## src/rtl/ps2_frame_rx.sv

```systemverilog
// ps2_frame_rx: PS/2 receive front end in the system clock domain.
// The raw keyboard clock and data lines are synchronized and deglitched.
// Falling edges of the filtered clock drive an 11-bit frame FSM.
// E0/F0 prefix bytes are folded into ext/brk flags, and one scan code per
// keystroke is presented on a valid/ready handshake.
//
// Optional feature macro: PS2_PARITY_CHECK_EN. When defined, odd parity is
// enforced. When undefined, the parity bit is clocked through and ignored.
//
// Ports:
//   c      in   system clock, rising edge
//   rst_n  in   asynchronous active-low reset
//   ps2c   in   raw keyboard clock (asynchronous)
//   ps2d   in   raw keyboard data (asynchronous)
//   code   out  scan code byte, prefixes stripped
//   ext    out  an E0 prefix preceded code
//   brk    out  an F0 prefix preceded code (key release)
//   valid  out  code/ext/brk are valid
//   ready  in   consumer accepts on valid && ready
//   err    out  one-cycle pulse on framing/parity/timeout/overflow error
module ps2_frame_rx #(
    parameter int unsigned FILTER_LEN = 8,
    parameter int unsigned TIMEOUT    = 50000
) (
    input  logic       c,
    input  logic       rst_n,
    input  logic       ps2c,
    input  logic       ps2d,
    output logic [7:0] code,
    output logic       ext,
    output logic       brk,
    output logic       valid,
    input  logic       ready,
    output logic       err
);

    localparam int unsigned FCW = $clog2(FILTER_LEN);
    localparam int unsigned WDW = $clog2(TIMEOUT);

    typedef enum logic [1:0] {
        ST_IDLE   = 2'd0,
        ST_DATA   = 2'd1,
        ST_PARITY = 2'd2,
        ST_STOP   = 2'd3
    } state_t;

    // Index 0 carries the keyboard clock, index 1 the keyboard data.
    logic [1:0]     sync_a;
    logic [1:0]     sync_b;
    logic [1:0]     filt;
    logic [FCW-1:0] fcnt [2];
    logic           clk_prev;

    logic           fall_c;
    logic           bit_c;
    logic           timeout_c;
    logic           parity_ok_c;

    state_t         state;
    state_t         state_n;

    logic           shift_c;
    logic           cnt_clr_c;
    logic           par_cap_c;
    logic           good_c;
    logic           frame_err_c;

    logic [2:0]     bit_cnt;
    logic [7:0]     shreg;
    logic [WDW-1:0] wd;

    logic           pend_ext;
    logic           pend_brk;

    logic           is_e0_c;
    logic           is_f0_c;
    logic           emit_c;
    logic           load_c;
    logic           overflow_c;

    // Two-flop synchronizers followed by saturating-count deglitch filters.
    always_ff @(posedge c or negedge rst_n) begin
        if (!rst_n) begin
            sync_a  <= 2'b11;
            sync_b  <= 2'b11;
            filt    <= 2'b11;
            fcnt[0] <= '0;
            fcnt[1] <= '0;
        end else begin
            sync_a <= {ps2d, ps2c};
            sync_b <= sync_a;
            for (int i = 0; i < 2; i++) begin
                if (sync_b[i] != filt[i]) begin
                    // The FILTER_LEN-th consecutive differing sample flips the line.
                    if (fcnt[i] == FCW'(FILTER_LEN - 1)) begin
                        filt[i] <= sync_b[i];
                        fcnt[i] <= '0;
                    end else begin
                        fcnt[i] <= fcnt[i] + FCW'(1);
                    end
                end else begin
                    fcnt[i] <= '0;
                end
            end
        end
    end

    // Previous filtered clock value for falling-edge detection.
    always_ff @(posedge c or negedge rst_n) begin
        if (!rst_n) begin
            clk_prev <= 1'b1;
        end else begin
            clk_prev <= filt[0];
        end
    end

    assign fall_c = clk_prev & ~filt[0];
    assign bit_c  = filt[1];

    // A fall in the same cycle restarts the watchdog instead of expiring it.
    assign timeout_c = (state != ST_IDLE) && !fall_c && (wd == WDW'(TIMEOUT - 1));

`ifdef PS2_PARITY_CHECK_EN
    logic par_q;

    // Parity bit capture, used only when parity is enforced.
    always_ff @(posedge c or negedge rst_n) begin
        if (!rst_n) begin
            par_q <= 1'b0;
        end else if (par_cap_c) begin
            par_q <= bit_c;
        end
    end

    // Odd parity: data bits plus parity bit hold an odd number of ones.
    assign parity_ok_c = ^{shreg, par_q};
`else
    assign parity_ok_c = 1'b1;
`endif

    // Frame FSM state register.
    always_ff @(posedge c or negedge rst_n) begin
        if (!rst_n) begin
            state <= ST_IDLE;
        end else begin
            state <= state_n;
        end
    end

    // Frame FSM next state; the watchdog overrides any transition.
    always_comb begin
        state_n = state;
        case (state)
            ST_IDLE: begin
                if (fall_c && !bit_c) begin
                    state_n = ST_DATA;
                end
            end
            ST_DATA: begin
                if (fall_c && (bit_cnt == 3'd7)) begin
                    state_n = ST_PARITY;
                end
            end
            ST_PARITY: begin
                if (fall_c) begin
                    state_n = ST_STOP;
                end
            end
            ST_STOP: begin
                if (fall_c) begin
                    state_n = ST_IDLE;
                end
            end
            default: state_n = ST_IDLE;
        endcase
        if (timeout_c) begin
            state_n = ST_IDLE;
        end
    end

    // Frame FSM datapath controls.
    always_comb begin
        shift_c     = 1'b0;
        cnt_clr_c   = 1'b0;
        par_cap_c   = 1'b0;
        good_c      = 1'b0;
        frame_err_c = 1'b0;
        case (state)
            ST_IDLE: begin
                if (fall_c) begin
                    if (!bit_c) begin
                        cnt_clr_c = 1'b1;
                    end else begin
                        frame_err_c = 1'b1;
                    end
                end
            end
            ST_DATA: begin
                shift_c = fall_c;
            end
            ST_PARITY: begin
                par_cap_c = fall_c;
            end
            ST_STOP: begin
                if (fall_c) begin
                    if (bit_c && parity_ok_c) begin
                        good_c = 1'b1;
                    end else begin
                        frame_err_c = 1'b1;
                    end
                end
            end
            default: ;
        endcase
    end

    // Bit counter and LSB-first shift register.
    always_ff @(posedge c or negedge rst_n) begin
        if (!rst_n) begin
            bit_cnt <= 3'd0;
            shreg   <= 8'h00;
        end else begin
            if (cnt_clr_c) begin
                bit_cnt <= 3'd0;
            end else if (shift_c) begin
                bit_cnt <= bit_cnt + 3'd1;
            end
            if (shift_c) begin
                shreg <= {bit_c, shreg[7:1]};
            end
        end
    end

    // Watchdog: held clear in IDLE, cleared by every filtered falling edge.
    always_ff @(posedge c or negedge rst_n) begin
        if (!rst_n) begin
            wd <= '0;
        end else if (fall_c || (state == ST_IDLE)) begin
            wd <= '0;
        end else begin
            wd <= wd + WDW'(1);
        end
    end

    assign is_e0_c    = (shreg == 8'hE0);
    assign is_f0_c    = (shreg == 8'hF0);
    assign emit_c     = good_c && !is_e0_c && !is_f0_c;
    assign load_c     = emit_c && (!valid || ready);
    assign overflow_c = emit_c && valid && !ready;

    // Prefix folding, output holding register and error pulse.
    always_ff @(posedge c or negedge rst_n) begin
        if (!rst_n) begin
            pend_ext <= 1'b0;
            pend_brk <= 1'b0;
            code     <= 8'h00;
            ext      <= 1'b0;
            brk      <= 1'b0;
            valid    <= 1'b0;
            err      <= 1'b0;
        end else begin
            err <= frame_err_c | timeout_c | overflow_c;

            if (good_c && is_e0_c) begin
                pend_ext <= 1'b1;
            end else if (good_c && is_f0_c) begin
                pend_brk <= 1'b1;
            end else if (emit_c) begin
                // Flags are consumed whether the code is presented or dropped.
                pend_ext <= 1'b0;
                pend_brk <= 1'b0;
            end

            if (load_c) begin
                code  <= shreg;
                ext   <= pend_ext;
                brk   <= pend_brk;
                valid <= 1'b1;
            end else if (valid && ready) begin
                valid <= 1'b0;
            end
        end
    end

endmodule

```

## config.mk

```make
export PLATFORM = sky130hd
export DESIGN_NAME = ps2_frame_rx
export DESIGN_NICKNAME = d
export VERILOG_FILES = /design/src/rtl/ps2_frame_rx.sv
export SDC_FILE = /design/constraint.sdc
export NUM_CORES = 1
export LEC_CHECK = 0
export CAP_MARGIN = 20
export CORE_UTILIZATION = 25
export DETAILED_ROUTE_END_ITERATION = 10
export PLACE_DENSITY_LB_ADDON = 0.2
export SLEW_MARGIN = 20
export SYNTH_ARGS = -nofsm -noshare
export SYNTH_HDL_FRONTEND = slang
export SYNTH_SLANG_ARGS = --single-unit
```

## constraint.sdc

```tcl
create_clock -name c -period 1.76 [get_ports c]
set_clock_uncertainty 0.2 [all_clocks]
set_input_delay 0.352 -clock c [delete_from_list [all_inputs] [get_ports c]]
set_output_delay 0.352 -clock c [all_outputs]
set_load 0.05 [all_outputs]
```

[Word level (Yosys, flattened, before mapping)]
Cells that the tools add are included.
W data, S select, Z words.
Operators by class
  $add $sub $neg: 4
  equality and inequality tests: 16
  mux-type cells: 27
  bitwise logic cells: 5
  reductions and logical operators: 31
Operator list (count)
  $mux W3: 6
  $add A16 B1 Y16 const B: 1
  $eq A16 B16 Y1 const B: 1
  $eq A8 B8 Y1 const B: 2
  $mux W16: 1
  $mux W1: 13
  $logic_and A1 B1 Y1: 12
  $ne A3 B3 Y1 const B: 4
  $mux W2: 5
  $reduce_bool A2 Y1: 5
  $add A3 B1 Y3 const B: 3
  $eq A3 B3 Y1 const B: 3
  $pmux W2 S4: 1
  $reduce_and A2 Y1: 4
  $logic_not A1 Y1: 6
  $eq A2 B2 Y1 const B: 2
  $reduce_and A4 Y1: 1
  $eq A2 B1 Y1 const B: 1
  $logic_not A2 Y1: 1
  $logic_or A1 B1 Y1: 2
  $ne A1 B1 Y1: 2
  $ne A2 B2 Y1 const B: 1
  $not A1 Y1: 2
  $or A1 B1 Y1: 2
  2 further kinds: 2
Word-level totals
  register bits: 56
  bits of input ports: 5
  output and inout port bits: 12

[Longest topological paths before layout]
  word-level depth: 9
  depth in mapped cells: 7
  gate-level depth less buffers: 7

[Least setup slack after synthesis]
OpenSTA, ideal clock, no wires.
  kind: register to register
  start point: register clk_prev
  end point: register brk
  library setup time: 125 ps
  arrival: 1590 ps
  data required time: 1435 ps
  setup slack: -155 ps
  stages on the path, launching flop included: 7
  path buffers: 1
  cell sequence: dfstp_2 nor2b_4 and3_1 o41ai_2 nor2b_2 buf_6 mux2_4
Between the ends
  longest elaborated chain between the ends: 6
RTL lines
  start: declaration: RTL line 52  | logic clk_prev;
  start signal: assignment: RTL line 113  | clk_prev <= filt[0];
  $and A1 B1 Y1: RTL line 117  | assign fall_c = clk_prev & ~filt[0];
  $mux W1
  $mux W1: RTL line 188  | case (state)
  $logic_and A1 B1 Y1 (2 in series): RTL line 247  | assign emit_c = good_c && !is_e0_c && !is_f0_c;
  $logic_and A1 B1 Y1: RTL line 248  | assign load_c = emit_c && (!valid || ready);
  end signal: assignment: RTL line 277  | brk <= pend_brk;
  end: declaration: RTL line 31  | output logic brk,
Every way passes these cells.
A chain may end at the register's enable or synchronous reset.

[Worst setup path in the final report]
  start point: register clk_prev
  end point: register code[6]
Between the ends
  longest elaborated chain between the ends: 6
RTL lines
  $and A1 B1 Y1: RTL line 117
  $mux W1
  $mux W1: RTL line 188
  $logic_and A1 B1 Y1 (2 in series): RTL line 247
  $logic_and A1 B1 Y1: RTL line 248
  end signal: assignment: RTL line 275  | code <= shreg;
  end: declaration: RTL line 29  | output logic [7:0] code,
Every way passes these cells.

==> metrics.md <==
| Metric | Value |
|---|---|
| Pin count of the biggest net entering global routing | `26` |
| HP Class | `reg2reg` |
| Setup violators final | `11` |
| Reg power frac | `46.8%` |
| Insertion delay to the later sink of the worst-skew pair | `0.31 ns` |
| Finished Core Util | `34.9%` |
| Comb power frac | `32.5%` |
| Static leakage | `1.57 nW` |
| Maximum vdd drop | `444 uV` |
| Rows | `36` |
| Sw Share | `31.3%` |
| Starting DRT DRC Count | `32` |
| Vias after detailed routing | `1599` |
| P&R area growth vs syn | `36.3%` |
| Hold Crit Start | `sync_a[0]` |
| Slew of the pin with the lowest slew margin | `0.426 ns` |
| Total Wirelength | `4530 um` |
| Die area | `10400 um^2` |
| Cell Int Power | `2.32 mW` |
| Async set or reset register ratio after synthesis | `100%` |
| Vias per cell | `4.05` |
| R2R cell count | `6` |
| Clock root cell | `clkbuf_8` |
| Reg-to-reg endpoint | `code[6]` |
| Clock network power share | `20.7%` |
| Post-synthesis sequential area ratio | `56.7%` |
| Min cycle time layout | `1.88 ns` |
| WL/cell | `11.5 um` |
| Drt first pass iters | `4` |
| Initial antenna violation count | `0` |
| Syn Nets | `218` |
| Mapped Area | `2490 um^2` |
| Final hold vios | `0` |
| Num CTS Buffers | `5` |
| Sink Count | `56` |
| Core Box Area | `9730 um^2` |
| CTS Buffer Depth | `2` |
| # Max-Cap Violations | `0` |
| DR DRC count | `0` |
| Predominant post-synthesis flop cell | `dfrtp_1` |
| Startpoint types | `flip-flop` |
| Worst Path Arrival | `1.88 ns` |
| Fill count | `989` |
| R2R Setup Slk | `-0.12 ns` |
| Sw power | `1.06 mW` |
| Unrepaired setup endpoints after global routing | `yes` |
| Post-synth EDFFs | `0` |
| First-pass GRT wire length | `7800 um` |
| Port buffer count | `16` |
| Vias in the first global route | `1574` |
| Die Span Y | `102 um` |
| Antenna Nets Post-Route | `0` |
| Non-Filler Instances | `395` |
| Die width | `102 um` |
| Power Dens Cells | `995 nW/um^2` |
| Crit path launch | `clk_prev` |
| Post-Syn Area per Cell | `12.3 um^2` |
| Yosys reg bits | `56` |
| Slack of the critical path | `-0.122 ns` |
| H-tree levels | `2` |
| WHS Endpoint | `sync_b[0]` |
| CTS clk-pin slew, worst paths | `0.09 ns` |
| IO Pins | `17` |
| Final hold slack | `0.161 ns` |
| Initial Util | `25.6%` |
| Yosys Warn Count | `0` |
| Tot GR Track Use | `9.86%` |
| Share of layout cells above drive strength 1 | `39.7%` |
| Final Cycle Share | `107%` |
| GPL Wtd Cong | `0.715` |
| Max_slew headroom | `71.6%` |
| Placed Cells | `382` |
| Outcome | `finished, violations left` |
| Failing checks | `setup timing` |
| Req. time, crit path | `1.75 ns` |
| Crit path kind | `reg2reg` |
| Synth cell types | `38` |
| Diode count | `0` |
| Worst-path fanout max | `10` |
| Synthesized instance count | `202` |
| CTS tree | `done` |
| Crit path capture type | `flip-flop` |
| Max Fclk | `531 MHz` |
| Pins Over Slew Limit | `0` |
| Worst r2r src | `clk_prev` |
| Final #Nets | `277` |
| Post-DP HPWL | `3280 um` |
| Hold Path Cell Cnt | `0` |
| Overflow after GRT | `0` |
## worst max-delay path, cell delays in order, from the launching register on
cell	delay, ns
dfstp_2	0.54
nor2b_4	0.14
and3_4	0.19
o41ai_2	0.08
nor2b_2	0.17
buf_12	0.16
mux2_4	0.30
## power groups by stage
| stage | Clock, mW | Combinational [mW] | Sequential, mW |
|---|---|---|---|
| after global placement | 0 | 1.01 | 1.61 |
| after global routing | 0.789 | 1.25 | 1.60 |
| after CTS | 0.744 | 1.04 | 1.58 |
| after floorplan | 0 | 0.576 | 1.60 |
| after detailed placement | 0 | 1.02 | 1.61 |
| final | 0.698 | 1.10 | 1.58 |
## layer usage
layer / vias to the layer above / routed length (um) / GRT usage, %
met5: - / 0 / 0
met4: 0 / 76 / 4.01
met3: 6 / 133 / 2.69
met2: 19 / 1990 / 14.7
met1: 769 / 2330 / 13.5
li1: 805 / - / -
## cell families after synthesis
logic type	count (synthesis)	share of synthesized area, %
simple gates	73	15.3
flops	56	56.7
mux	23	11.8
xor+xnor	15	5.28
compound gates	14	3.47
fa+ha+maj	11	5.53
buf+inv	10	1.91
## synthesized netlist by cell type (2+ instances only)
cell      n  share of area (%)
a21oi_1   6                1.2
and2_1    4                1.0
and3_1    2               0.50
buf_2     2               0.40
dfrtp_1  49                 49
dfstp_2   7                7.4
ha_1     11                5.5
inv_1     6               0.91
mux2_2   10                4.5
mux2_4   10                6.0
mux2i_1   3                1.2
nand2_1  11                1.7
nand3_1   9                1.8
nand4_1   4                1.0
nor2_1   24                3.6
nor3_1    3               0.60
nor3b_1   2               0.60
o21ai_0   4               0.80
or3_1     3               0.75
xnor2_1   3                1.1
xor2_1   12                4.2
## what timing repair did
item                                    in CTS  in global routing
resized for setup                            4                  8
setup buffers                                0                  4
endpoints found under the setup margin      13                 26
hold buffers                                 1                  0
hold endpoints to repair                    13                  0
pin swaps                                    3                  3
## state kept, by name (all words and copies together), names as in the netlist, 2 cells and up
name	flops
wd	16
sync_a	2
state	2
sync_b	2
bit_cnt	3
filt	2
fcnt	6
shreg	8
code	8
## final cells by class
type	instances	area [um^2]	share of cell area [%]
inverter	6	22.5	0.664
sequential	56	1410	41.6
tap	133	166	4.91
timing repair buffer	56	632	18.6
multi-input combinational	136	1070	31.6
clock inverter	3	18.8	0.554
clock buffer	5	68.8	2.03
## how the worst max path moves through the flow
| stage | endpoint |
|---|---|
| after floorplan | brk |
| after global placement | code[7] |
| after detailed placement | code[7] |
| after CTS | code[6] |
| after global routing | code[6] |
| final | code[6] |
## placed cells by master, fill, tap and decap left out, types with 5 or more instances in the layout
cell type,netlist,final
a21oi_1,6,6
xor2_1,12,12
inv_1,6,5
clkbuf_8,0,5
nand2_1,11,10
dfstp_2,7,7
buf_4,0,34
mux2_4,10,10
dfrtp_1,49,49
buf_12,0,16
mux2_2,10,10
nor2_1,24,22
ha_1,11,7
nand3_1,9,9
## per-stage QoR
step	instance area, um^2	power [mW]	setup TNS (ns)	setup slack, ns
floorplan	2500	2.17	-1.33	-0.133
global placement	3230	2.62	-1.36	-0.130
detailed placement	3230	2.63	-1.52	-0.147
CTS	3340	3.36	-1.31	-0.139
global route	3390	3.64	-2.35	-0.223
finish	3390	3.37	-1.09	-0.122
Note: power is estimated with default switching activity, not from simulation.
